<file path="src/rtl/rf_wb_arbiter.sv">
// rf_wb_arbiter: round-robin owner of the register file write port (we3/a3/wd3).
//
// NUM_REQ writeback sources (ALU, load unit, CSR/mul, ...) compete for the single
// write port through a valid/ready handshake. A granted write is registered and
// presented on we3/a3/wd3 for exactly one cycle; the register file captures it on
// the following edge. Writes to x0 are accepted but never reach the port.
//
// Optional feature macro: RF_WB_INIT_CLEAR_EN
//   defined   : after every reset the block first writes zero to x1..x31
//               (31 cycles, requesters stalled, init_busy high).
//   undefined : arbitration starts in the first cycle after reset and
//               init_busy is tied low.
//
// Ports:
//   clk        rising-edge clock
//   rst_n      asynchronous active-low reset
//   req_valid  per-requester write request
//   req_addr   destination registers, requester i at [i*ADDR_W +: ADDR_W]
//   req_data   write data, requester i at [i*DATA_W +: DATA_W]
//   req_ready  one-hot grant (combinational)
//   we3        register file write enable (registered)
//   a3         register file write address (registered)
//   wd3        register file write data (registered)
//   init_busy  clear sequence in progress (registered)
module rf_wb_arbiter #(
    parameter int NUM_REQ = 3,
    parameter int ADDR_W  = 5,
    parameter int DATA_W  = 32
) (
    input  logic                      clk,
    input  logic                      rst_n,
    input  logic [NUM_REQ-1:0]        req_valid,
    input  logic [NUM_REQ*ADDR_W-1:0] req_addr,
    input  logic [NUM_REQ*DATA_W-1:0] req_data,
    output logic [NUM_REQ-1:0]        req_ready,
    output logic                      we3,
    output logic [ADDR_W-1:0]         a3,
    output logic [DATA_W-1:0]         wd3,
    output logic                      init_busy
);
    localparam int PW = $clog2(NUM_REQ);

    logic [PW-1:0]      ptr_q;
    logic [PW-1:0]      scan_idx;
    logic [PW-1:0]      gnt_idx;
    logic               gnt_found;
    logic [NUM_REQ-1:0] gnt_oh;
    logic [ADDR_W-1:0]  gnt_addr;
    logic [DATA_W-1:0]  gnt_data;
    logic               arb_active;
    logic               hs;

    // Search starts one past the last winner and wraps, so the most recent
    // winner has the lowest priority on the next cycle.
    always_comb begin
        gnt_found = 1'b0;
        gnt_idx   = '0;
        scan_idx  = '0;
        for (int k = 1; k <= NUM_REQ; k++) begin
            scan_idx = PW'((int'(ptr_q) + k) % NUM_REQ);
            if (!gnt_found && req_valid[scan_idx]) begin
                gnt_found = 1'b1;
                gnt_idx   = scan_idx;
            end
        end
    end

    always_comb begin
        gnt_oh   = '0;
        gnt_addr = '0;
        gnt_data = '0;
        for (int i = 0; i < NUM_REQ; i++) begin
            if (gnt_found && gnt_idx == PW'(i)) begin
                gnt_oh[i] = 1'b1;
                gnt_addr  = req_addr[i*ADDR_W +: ADDR_W];
                gnt_data  = req_data[i*DATA_W +: DATA_W];
            end
        end
    end

    assign req_ready = arb_active ? gnt_oh : '0;
    assign hs        = arb_active & gnt_found;

`ifdef RF_WB_INIT_CLEAR_EN
    typedef enum logic {INIT, ARB} state_e;

    localparam logic [ADDR_W-1:0] LAST_REG = '1;

    state_e            state_q;
    logic [ADDR_W-1:0] cnt_q;

    // state_q is forced to INIT by reset, which also keeps req_ready low then.
    assign arb_active = (state_q == ARB);
`else
    // Without the clear sequence the only thing holding grants off is reset.
    assign arb_active = rst_n;
    assign init_busy  = 1'b0;
`endif

    always_ff @(posedge clk or negedge rst_n) begin
        if (!rst_n) begin
            ptr_q     <= PW'(NUM_REQ - 1);
            we3       <= 1'b0;
            a3        <= '0;
            wd3       <= '0;
`ifdef RF_WB_INIT_CLEAR_EN
            state_q   <= INIT;
            cnt_q     <= ADDR_W'(1);
            init_busy <= 1'b1;
`endif
        end
`ifdef RF_WB_INIT_CLEAR_EN
        else if (state_q == INIT) begin
            we3   <= 1'b1;
            a3    <= cnt_q;
            wd3   <= '0;
            cnt_q <= cnt_q + ADDR_W'(1);
            if (cnt_q == LAST_REG) begin
                state_q   <= ARB;
                init_busy <= 1'b0;
            end
        end
`endif
        else begin
            // x0 writes are consumed and still rotate the pointer, but never
            // reach the port; a3/wd3 only change when a real write is issued.
            we3 <= hs && (gnt_addr != '0);
            if (hs) begin
                ptr_q <= gnt_idx;
                if (gnt_addr != '0) begin
                    a3  <= gnt_addr;
                    wd3 <= gnt_data;
                end
            end
        end
    end
endmodule

</file>
<file path="config.mk">
export PLATFORM = sky130hd
export DESIGN_NAME = rf_wb_arbiter
export DESIGN_NICKNAME = d
export VERILOG_FILES = /design/src/rtl/rf_wb_arbiter.sv
export SDC_FILE = /design/constraint.sdc
export NUM_CORES = 1
export LEC_CHECK = 0
export BUFFER_PORTS_ARGS = -buffer_cell sky130_fd_sc_hd__clkbuf_2
export CAP_MARGIN = 0
export CORE_MARGIN = 4
export CORE_UTILIZATION = 33
export CTS_CLUSTER_DIAMETER = 150
export DETAILED_ROUTE_END_ITERATION = 8
export PLACE_DENSITY = 0.67
export SLEW_MARGIN = 20
export SYNTH_ARGS = -nofsm -noshare
export SYNTH_HDL_FRONTEND = slang
export SYNTH_SLANG_ARGS = --single-unit
</file>
<file path="constraint.sdc">
create_clock -name clk -period 2.74 [get_ports clk]
set_input_delay 0.548 -clock clk [delete_from_list [all_inputs] [get_ports clk]]
set_output_delay 0.548 -clock clk [all_outputs]
set_load 0.03 [all_outputs]
</file>
# [Word level (Yosys, flattened, before mapping)]
# Index checks and enable logic that the tools add are counted.
# Widths: inputs -> output; s select.
[classes] add_sub_neg=3 n_div=3 order_cmp=3 n_eq_ne=2 n_mux=22 n_bitwise=1 reduce_logical=11
[op_table] operator="$mod 32x3->32 const B" count=3
[op_table] operator="$mux 32" count=3
[op_table] operator="$mux 5" count=3
[op_table] operator="$lt 2x3->1 const B" count=3
[op_table] operator="$mux 1" count=9
[op_table] operator="$add 2x2->3 const B" count=2
[op_table] operator="$bmux 1 s2" count=3
[op_table] operator="$logic_and 1x1->1" count=6
[op_table] operator="$mux 2" count=3
[op_table] operator="$reduce_bool 5->1" count=1
[op_table] operator="$add 2x1->3 const B" count=1
[op_table] operator="$mux 3" count=1
[op_table] operator="$eq 2x1->1 const B" count=1
[op_table] operator="$eq 2x2->1 const B" count=1
[op_table] operator="$logic_not 1->1" count=2
[op_table] operator="$logic_not 2->1" count=1
[op_table] operator="$reduce_and 2->1" count=1
[op_table] operator="$and 1x1->1" count=1
[totals] regBits=40 inputBits=116 out_inout_bits=42 elab_cells=49

# [Longest topological paths before layout]
# Gate-level depths: netlist of run 1.
[depth] word_depth=18 mapped_depth=12 depth_no_buf=9

# [Least setup slack after synthesis of run 1]
# OpenSTA, ideal clock, no wires.
[synth_path] path_kind="register to output" from="register ptr_q[1]" to="output port req_ready[0]" t_arrival_ps=2490 required_time_ps=2192 slack_ps=-298 stages_incl_launch_ff=10 path_buffers=2 cell_sequence="dfstp_2 > inv_1 > ha_1 > or2b_1 > a21boi_2 > or2_2 > o21ai_1 > buf_4 > buf_2 > nor3_1"
[synth_between] elab_chain_cells=15 word_cells_on_any_way=26 cone_classes="3 x add/sub; 3 x div; 14 x mux; 6 x reduce/logical"
[synth_lines] item="start, declared" line_no="43" source="logic [PW-1:0] ptr_q;"
[synth_lines] item="start signal, assigned" line_no="102" source="ptr_q <= PW'(NUM_REQ - 1);"
[synth_lines] item="start signal, assigned" line_no="129" source="ptr_q <= gnt_idx;"
[synth_lines] item="$add 2x1->3" line_no="60" source="scan_idx = PW'((int'(ptr_q) + k) % NUM_REQ);"
[synth_lines] item="$mod 32x3->32" line_no="60"
[synth_lines] item="$bmux 1 s2" line_no="61" source="if (!gnt_found && req_valid[scan_idx]) begin"
[synth_lines] item="$mux 1 (not written as such)" line_no="61"
[synth_lines] item="$mux 1" line_no="61"
[synth_lines] item="$logic_not 1->1" line_no="61"
[synth_lines] item="$logic_and 1x1->1" line_no="61"
[synth_lines] item="$mux 1" line_no="61"
[synth_lines] item="$logic_not 1->1" line_no="61"
[synth_lines] item="$logic_and 1x1->1" line_no="61"
[synth_lines] item="$mux 2" line_no="61"
[synth_lines] item="$logic_not 2->1" line_no="73" source="if (gnt_found && gnt_idx == PW'(i)) begin"
[synth_lines] item="$logic_and 1x1->1 (*)" line_no="73"
[synth_lines] item="$mux 1 (*)" line_no="73"
[synth_lines] item="$mux 3 (*)" line_no="81" source="assign req_ready = arb_active ? gnt_oh : '0;"
[synth_lines] item="end, declared" line_no="35" source="output logic [NUM_REQ-1:0] req_ready,"
# Every way passes the cells marked *; elsewhere a longest branch is shown, timed or not. The select of a mux whose other input is x is not followed.

# [Worst setup path in the final report of run 1]
# Same ends and word-level chain as after synthesis.

==> results of run 1 <==
power groups by stage:
| stage | Sequential, mW | Clock (mW) | Combinational, mW |
|---|---|---|---|
| CTS | 1.09 | 0.498 | 3.64 |
| floorplan | 1.63 | 0 | 2.09 |
| finish | 1.09 | 0.489 | 4.09 |
| global route | 1.14 | 0.525 | 4.38 |
| global placement | 1.09 | 0 | 3.38 |
| detailed placement | 1.08 | 0 | 3.47 |
final cells by class:
type	count	area (µm²)	area share
well taps	99	124	0.0322
clock buffers	6	72.6	0.0189
repair buffers	194	1170	0.305
inverters	39	149	0.0387
clock inverters	2	35.0	0.00911
flip-flops and latches	40	1000	0.261
multi-input cells	136	1290	0.336
worst reg2reg max path, stage by stage (launching register included):
cell and delay, ns:
dfstp_2 0.59, buf_12 0.11, ha_4 0.17, buf_4 0.13
buf_4 0.10, a21oi_2 0.04, o21a_1 0.17, o32a_1 0.38
a32oi_1 0.23, a31oi_1 0.13, nand2b_4 0.22, buf_12 0.18
mux2i_2 0.17
repair_timing:
action | in CTS | in global routing
gates cloned | 0 | 2
setup endpoints to repair | 4 | 39
resized for setup | 14 | 23
buffers inserted | 11 | 12
pin swaps | 6 | 11
endpoints found under the hold margin | 0 | 0
cells by family (layout without fill, tap and decap cells):
family / after synthesis / in the layout / synth area share
compound gates: 70 / 70 / 0.249
fa+ha+maj: 3 / 3 / 0.0152
buf+inv: 59 / 241 / 0.123
flops: 40 / 40 / 0.406
mux: 35 / 35 / 0.142
other cells: 1 / 1 / 0.00152
simple gates: 27 / 27 / 0.0624
state kept, by name, indices dropped and copies added (netlist names):
name and cells:
a3 5, ptr_q 2, wd3 32, we3 1
worst max path at each step:
stage | start | to | slack (ns) | cells past startpoint
after floorplan | ptr_q[1] | req_ready[1] | 0.02 | 9
final | ptr_q[1] | req_ready[0] | -0.04 | 9
after detailed placement | ptr_q[1] | wd3[21] | 0.009 | 10
after global placement | ptr_q[1] | req_ready[1] | 0.1 | 8
after global routing | ptr_q[1] | req_ready[0] | -0.12 | 9
after CTS | ptr_q[1] | req_ready[2] | -0.05 | 7
per-stage QoR:
step	TNS (ns)	area, µm²	power, mW	setup slack [ns]
final	-0.0927	3850	5.67	-0.0420
after global routing	-1.32	3850	6.04	-0.117
after CTS	-0.131	3620	5.23	-0.0481
after detailed placement	0	3380	4.55	0.00866
after global placement	0	3380	4.46	0.0968
after floorplan	0	2480	3.72	0.0160
cells in the mapped netlist:
master	n	area [µm²]
dfrtp_1	39	976
inv_1	39	146
mux2i_1	35	350
a222oi_1	32	320
clkbuf_1	9	33.8
nor2_1	5	18.8
o21ai_0	5	25.0
a221oi_1	4	35.0
and2_1	4	25.0
nand2_1	4	15.0
o21a_1	4	30.0
o22ai_1	4	25.0
a21o_1	3	22.5
a21oi_1	3	15.0
buf_12	3	60.1
buf_2	3	15.0
buf_4	3	22.5
ha_1	3	37.5
nor4_1	3	18.8
o21ai_1	3	15.0
nand4_1	2	12.5
nor3_1	2	10.0
o32a_1	2	20.0
a21bo_1	1	10.0
a21boi_2	1	11.3
a21oi_2	1	8.76
a22oi_2	1	12.5
a31oi_1	1	6.26
a32oi_1	1	8.76
and3_1	1	6.26
buf_6	1	11.3
buf_8	1	15.0
conb_1	1	3.75
dfstp_2	1	26.3
nand2b_1	1	6.26
nand2b_4	1	13.8
nand3b_1	1	7.51
nor2b_1	1	6.26
o21ai_4	1	16.3
o221ai_1	1	8.76
o31ai_1	1	7.51
o32ai_2	1	16.3
or2_2	1	6.26
or2b_1	1	7.51
per-layer routing:
| layer | vias up | track usage | part of all wire |
|---|---|---|---|
| li1 | 1254 | - | - |
| met1 | 1269 | 0.215 | 0.41 |
| met2 | 130 | 0.303 | 0.51 |
| met3 | 6 | 0.0343 | 0.072 |
| met4 | 0 | 0.0433 | 0.0078 |
| met5 | - | 0 | 0 |
==> reports/qor.csv, run 1 <==
metric,value,unit
hold_viol,0,
placementRows,31,
timing_worst_setup_path_type,reg2out,
wl_per_cell,16.1,µm
crit_arrival,2.23,ns
ys_ff_latch,40,
min_period,2.78,ns
fin_util,0.530,
hp-class,in2async,
vias,2659,
report.final.slew_viol_count,0,
start_util,0.340,
dpl.cell_count,484,
cap_violations,0,
cp.buffers_inverters,4,
powerDensity,1470,nW/µm²
cts-htree-levels,2,
grt_max_degree,28,
critPathLaunchType,register,
cts_tree,built,
whs,0.0819,ns
fin_nets,535,
cts-root-buf,clkbuf_8,
p_comb_frac,0.721,
final_common_cell,clkbuf_2,
drc_errors,0,
drt_iter0_drc,233,
vias_per_cell,5.15,
synthCells,235,
num_antenna_cells,0,
worstPathRequired,2.19,ns
core,7250,µm²
rr_worst_depth,12,
routabilityCongestion,0.844,
min_period_over_period,1.02,
power.leakage,2.02,nW
avgSynthCellArea,10.5,µm²
ir_drop,0.554,mV
rrSetupSlack,-0.01,ns
die_w,94.4,µm
grt_pass1_wl,12.3,mm
die-area,8920,µm²
rsz0062_at_grt,true,
post_synth_num_cell_types,44,
syn_area,2470,µm²
area_growth_syn_to_layout,56.0,%
numPortBuffers,156,
chipHeight,94.4,µm
p_sw_frac,0.471,
status,"finished, violations left",
cts_hold_buffers,0,
syn_nets,354,
cts_max_path_buffers,2,
grt_overflow,0,
rr_startpoint,ptr_q[1],
grt_antenna_before_repair,0,
n_fill_cell,696,
cp_slowest_stage_delay,0.59,ns
grt_pass1_vias,2623,
final_cells,516,
insertion_delay,0.29,ns
netSwitchingPower,2.67,mW
io_pins,158,
seq_area_frac_synth,0.406,
antenna_left,0,
path_cells,inv_4 > ha_4 > a22oi_2 > a21oi_2 > buf_4 > o31ai_1 > buf_4 > nor3_4 > buf_6,
skew,0.00924,ns
setup_viol,4,
crit_top_cell,buf_4,
violations,negative setup slack,
clock_power_share,0.086,
final_cell_mix,"clkbuf_2 (153), inv_1 (38), dfrtp_1 (38)",
synth_warnings,0,
r2r-end,wd3[11],
timing.final.ws_setup,-0.0420,ns
seqPwrFrac,0.193,
fmax,0.359,GHz
cts.clk_slew.worst_paths,0.08,ns
grt_usage,0.172,
dpl.hpwl,6.19,mm
p_int,3.00,mW
cts_buffers,5,
slowest_stage,dfstp_2,
drive_above_1_share,0.554,
cp_max_fo,5,
clkSinkCount,40,
drt-total-wl,8.33,mm
critPathCaptureType,output pin,
first_pass_iters,7,
cpLargestDelayFamily,flip-flops,
No activity file was read; power rests on OpenSTA's default activity.
==> run 2, diff against run 1 <==
--- a/config.mk
+++ b/config.mk
@@ -11,7 +11,6 @@
 export CORE_UTILIZATION = 33
 export CTS_CLUSTER_DIAMETER = 150
 export DETAILED_ROUTE_END_ITERATION = 8
-export PLACE_DENSITY = 0.67
 export SLEW_MARGIN = 20
 export SYNTH_ARGS = -nofsm -noshare
 export SYNTH_HDL_FRONTEND = slang
==> constraint.sdc (replaced) <==
create_clock -name clk -period 3.3 [get_ports clk]
set_input_delay 0.66 -clock clk [delete_from_list [all_inputs] [get_ports clk]]
set_output_delay 0.66 -clock clk [all_outputs]
set_load 0.03 [all_outputs]
==> reports/qor.csv, run 2 (synthesized netlist as in run 1, its figures left out) <==
metric,value,unit,change
status,"finished, final reports clean",,"was finished, violations left"
report.final.slew_viol_count,0,,unchanged
regMostFlops,wd3,,unchanged
fin_nets,502,,was 535
largest_reg_flops,32,,unchanged
drive_above_1_share,0.470,,was 0.554
min_period,3.15,ns,
io_pins,158,,unchanged
worstMarginPinSlew,0.716,ns,
first_pass_iters,6,,was 7
area_growth_syn_to_layout,36.3,%,was 56.0%
powerDensity,1150,nW/µm²,was 1470 nW/µm²
power.leakage,1.80,nW,was 2.02 nW
die-area,8920,µm²,unchanged
critPathCaptureType,output pin,,unchanged
drc_errors,0,,unchanged
die_w,94.4,µm,unchanged
chipHeight,94.4,µm,unchanged
min_period_over_period,0.953,,
cts_buffers,5,,unchanged
timing.final.ws_setup,0.154,ns,was -0.0420 ns
grt_max_degree,42,,was 28
cts_hold_buffers,0,,unchanged
numPortBuffers,156,,unchanged
relSlewSlack,0.519,,
cts.clk_slew.worst_paths,0.08,ns,about the same
cp_max_fo,11,,was 5
dpl.hpwl,5.73,mm,was 6.19 mm
drt-total-wl,7.43,mm,was 8.33 mm
cts_resized,0,,was 14
hold_viol,0,,unchanged
timing_worst_setup_path_type,reg2out,,unchanged
core,7250,µm²,unchanged
start_util,0.340,,unchanged
critPathLaunchType,register,,unchanged
vias_per_cell,5.19,,was 5.15
final_cell_mix,"clkbuf_2 (155), inv_1 (39), dfrtp_1 (39)",,"was clkbuf_2 (153), inv_1 (38), dfrtp_1 (38)"
grt_pass1_wl,11.6,mm,was 12.3 mm
post_cts_buffers,0,,was 11
placementRows,31,,unchanged
antenna_left,0,,unchanged
cap_violations,0,,unchanged
num_antenna_cells,0,,unchanged
fmax,0.318,GHz,
routabilityCongestion,0.909,,was 0.844
cts_tree,built,,unchanged
grt_antenna_before_repair,0,,unchanged
dp_slack,0.264,ns,was 0.00866 ns
cts-root-buf,clkbuf_8,,unchanged
skew,0.00721,ns,was 0.00924 ns
ir_drop,0.441,mV,was 0.554 mV
final_common_cell,clkbuf_2,,unchanged
hp-class,in2async,,unchanged
drt_iter0_drc,208,,was 233
cts_max_path_buffers,2,,unchanged
crit_arrival,2.49,ns,was 2.23 ns
cts-htree-levels,2,,unchanged
final_cells,482,,was 516
clkSinkCount,40,,unchanged
grt_usage,0.164,,was 0.172
wl_per_cell,15.4,µm,was 16.1 µm
rsz0062_at_grt,false,,was true
setup_viol,0,,was 4
finalSetupTns,0,ns,was -0.0927 ns
largestRegisters,"wd3: 32 flops, a3: 5 flops, ptr_q: 2 flops",,unchanged
grt_overflow,0,,unchanged
dpl.cell_count,475,,was 484
grt_pass1_vias,2505,,"was 2,623"
vias,2500,,"was 2,659"
insertion_delay,0.28,ns,was 0.29 ns
worstPathRequired,2.64,ns,was 2.19 ns
run 2: layout make-up:
| type | instances | area [µm²] |
|---|---|---|
| repair buffers | 161 | 825 |
| inverters | 39 | 146 |
| clock inverters | 1 | 5.00 |
| well taps | 99 | 124 |
| clock buffers | 6 | 72.6 |
| flip-flops and latches | 40 | 1000 |
| multi-input cells | 136 | 1190 |
| fillers | 722 | 3890 |
run 2: critical path, cell delays in order, from the launching register on:
cell	delay (ns)
dfstp_2	0.54
inv_1	0.06
ha_1	0.26
a22oi_2	0.22
a21oi_1	0.14
or2_2	0.33
o21ai_2	0.18
buf_4	0.21
nor3_2	0.07
buf_4	0.20
run 2: path summary, 6_finish.rpt:
kind,cells past startpoint,from,slack [ns],endpoint
setup / recovery,9,ptr_q[1],0.15,req_ready[0]
hold / removal,2,rst_n,0.50,wd3[14]
setup reg to reg,9,ptr_q[1],0.37,wd3[18]
hold reg to reg,2,wd3[2],0.52,wd3[2]
max in group asynchronous,2,rst_n,2.43,ptr_q[1]
min in group clk,2,wd3[2],0.52,wd3[2]
run 2: per-layer routing:
layer / wire length, µm / vias up / GRT usage / share of wire
met1: 2860 / 1187 / 0.200 / 0.38
met3: 636 / 10 / 0.0422 / 0.086
li1: - / 1184 / - / -
met5: 0 / - / 0 / 0
met4: 95 / 0 / 0.0433 / 0.013
met2: 3840 / 119 / 0.288 / 0.52
run 2: metrics by stage:
step                power [mW]  instance area [µm²]  utilization  hold WS [ns]
floorplan                 3.06                 2470            -         0.364
global placement          3.54                 3270        0.450         0.495
detailed placement        3.56                 3270        0.450         0.500
CTS                       3.89                 3340        0.461         0.518
global route              4.17                 3360        0.464         0.538
finish                    3.85                 3360        0.464         0.504
run 2: power by group:
part	switching [mW]	internal (mW)
registers	0.137	0.763
logic	1.66	0.994
clock network	0.157	0.144
==> run 3, diff against run 2 <==
--- a/config.mk
+++ b/config.mk
@@ -11,6 +11,7 @@
 export CORE_UTILIZATION = 33
 export CTS_CLUSTER_DIAMETER = 150
 export DETAILED_ROUTE_END_ITERATION = 8
+export PLACE_DENSITY = 0.72
 export SLEW_MARGIN = 20
 export SYNTH_ARGS = -nofsm -noshare
 export SYNTH_HDL_FRONTEND = slang
==> reports/qor.csv, run 3 (synthesized netlist as in run 1, its figures left out) <==
metric,value,unit,change
antenna_left,0,,unchanged
finalSetupTns,0,ns,unchanged
start_util,0.340,,unchanged
multi_input_area,1180,µm²,was 1190 µm²
setup_viol,0,,unchanged
cts_hold_buffers,0,,unchanged
dpl.hpwl,5.83,mm,was 5.73 mm
timing.final.ws_setup,0.140,ns,was 0.154 ns
area_growth_syn_to_layout,37.7,%,was 36.3%
skew,0.00931,ns,was 0.00721 ns
core,7250,µm²,unchanged
cp_max_fo,17,,was 11
n_fill_cell,723,,was 722
drt_iter0_drc,181,,was 208
final_cells,486,,was 482
die-area,8920,µm²,unchanged
cts-htree-levels,2,,unchanged
rrSetupSlack,0.42,ns,was 0.37 ns
largestRegisters,"wd3: 32 flops, a3: 5 flops, ptr_q: 2 flops",,unchanged
hold_viol,0,,unchanged
grt_overflow,0,,unchanged
dpl.cell_count,477,,was 475
final_common_cell,clkbuf_2,,unchanged
timing_worst_setup_path_type,reg2out,,unchanged
rr_startpoint,ptr_q[1],,unchanged
r2r-end,wd3[19],,was wd3[18]
status,"finished, final reports clean",,unchanged
vias_per_cell,5.16,,was 5.19
cts-root-buf,clkbuf_8,,unchanged
cp-startpoint,ptr_q[1],,unchanged
drt-total-wl,7.42,mm,was 7.43 mm
worstMarginPinSlew,0.636,ns,was 0.716 ns
die_w,94.4,µm,unchanged
first_pass_iters,8,,was 6
routabilityCongestion,1.00,,was 0.909
fin_nets,505,,was 502
num_antenna_cells,0,,unchanged
drc_errors,0,,unchanged
crit_arrival,2.50,ns,was 2.49 ns
ir_drop,0.476,mV,was 0.441 mV
endpoint,req_ready[2],,was req_ready[0]
cts_max_path_buffers,2,,unchanged
regMostFlops,wd3,,unchanged
grt_pass1_vias,2531,,"was 2,505"
cts_buffers,5,,unchanged
clock_power_share,0.087,,was 0.078
report.final.slew_viol_count,0,,unchanged
largest_reg_flops,32,,unchanged
p_comb_frac,0.683,,was 0.688
p_sw_frac,0.503,,was 0.506
fin_util,0.468,,was 0.464
power.leakage,1.81,nW,was 1.80 nW
fmax,0.316,GHz,was 0.318 GHz
p_int,1.94,mW,was 1.90 mW
grt_usage,0.166,,was 0.164
min_period_over_period,0.958,,was 0.953
wl_per_cell,15.3,µm,was 15.4 µm
min_period,3.16,ns,was 3.15 ns
grt_pass1_wl,11.8,mm,was 11.6 mm
cts.clk_slew.worst_paths,0.08,ns,about the same
grt_max_degree,38,,was 42
seqPwrFrac,0.230,,was 0.234
relSlewSlack,0.576,,was 0.519
critPathLaunchType,register,,unchanged
netSwitchingPower,1.96,mW,was 1.95 mW
final_cell_mix,"clkbuf_2 (155), inv_1 (39), dfrtp_1 (39)",,unchanged
cts_tree,built,,unchanged
numPortBuffers,156,,unchanged
grt_antenna_before_repair,0,,unchanged
clkSinkCount,40,,unchanged
dp_slack,0.238,ns,was 0.264 ns
insertion_delay,0.29,ns,was 0.28 ns
drive_above_1_share,0.475,,was 0.470
rsz0062_at_grt,false,,unchanged
powerDensity,1150,nW/µm²,about the same
placementRows,31,,unchanged
worstPathRequired,2.64,ns,about the same
vias,2508,,"was 2,500"
chipHeight,94.4,µm,unchanged
hp-class,in2async,,unchanged
cap_violations,0,,unchanged
critPathCaptureType,output pin,,unchanged
rr_worst_depth,9,,unchanged
io_pins,158,,unchanged
regArea,1000,µm²,unchanged
==> run 3: layout make-up <==
| cell class | instances | area share |
|---|---|---|
| clock inverter | 1 | 0.00221 |
| clock buffer | 7 | 0.0254 |
| tap | 99 | 0.0365 |
| timing repair buffer | 164 | 0.249 |
| inverter | 39 | 0.0431 |
| multi-input combinational | 136 | 0.348 |
| sequential | 40 | 0.295 |
==> run 3: critical path: stages, from the launching register on <==
cell	delay [ns]
dfstp_2	0.55
inv_1	0.06
ha_1	0.26
a22oi_2	0.24
nand2_1	0.14
o32ai_4	0.34
buf_6	0.23
and2_1	0.18
clkbuf_2	0.22
==> run 3: what timing repair did <==
action	in CTS	in global routing
gates resized for setup	0	6
buffers inserted	0	1
setup endpoints to repair	0	3
==> run 3: power by group through the flow <==
stage	Sequential [mW]	Clock, mW	Combinational, mW
finish	0.897	0.339	2.67
global route	0.935	0.374	2.91
CTS	0.897	0.356	2.66
detailed placement	0.898	0	2.67
global placement	0.901	0	2.60
floorplan	1.35	0	1.71
==> run 3: metal layers <==
metal,routed length [µm],GRT usage,vias up,share of wire
li1,-,-,1192,-
met1,2910,0.202,1155,0.39
met2,3620,0.287,150,0.49
met3,787,0.0454,11,0.11
met4,107,0.0457,0,0.014
met5,0,0,-,0
==> run 3: how the worst min path moves through the flow <==
stage	to	cells after the start	from
global placement	wd3[0]	2	wd3[0]
floorplan	a3[0]	0	rst_n
detailed placement	a3[0]	1	a3[0]
global route	a3[0]	2	rst_n
finish	a3[0]	2	rst_n
CTS	a3[0]	2	rst_n
==> run 3: through the flow <==
step / hold slack (ns) / power, mW / area, µm²
5_1_grt: 0.378 / 4.21 / 3400
3_5_place_dp: 0.508 / 3.57 / 3280
4_1_cts: 0.358 / 3.91 / 3370
6_report: 0.374 / 3.90 / 3400
2_1_floorplan: 0.364 / 3.06 / 2470
3_3_place_gp: 0.506 / 3.50 / 3280
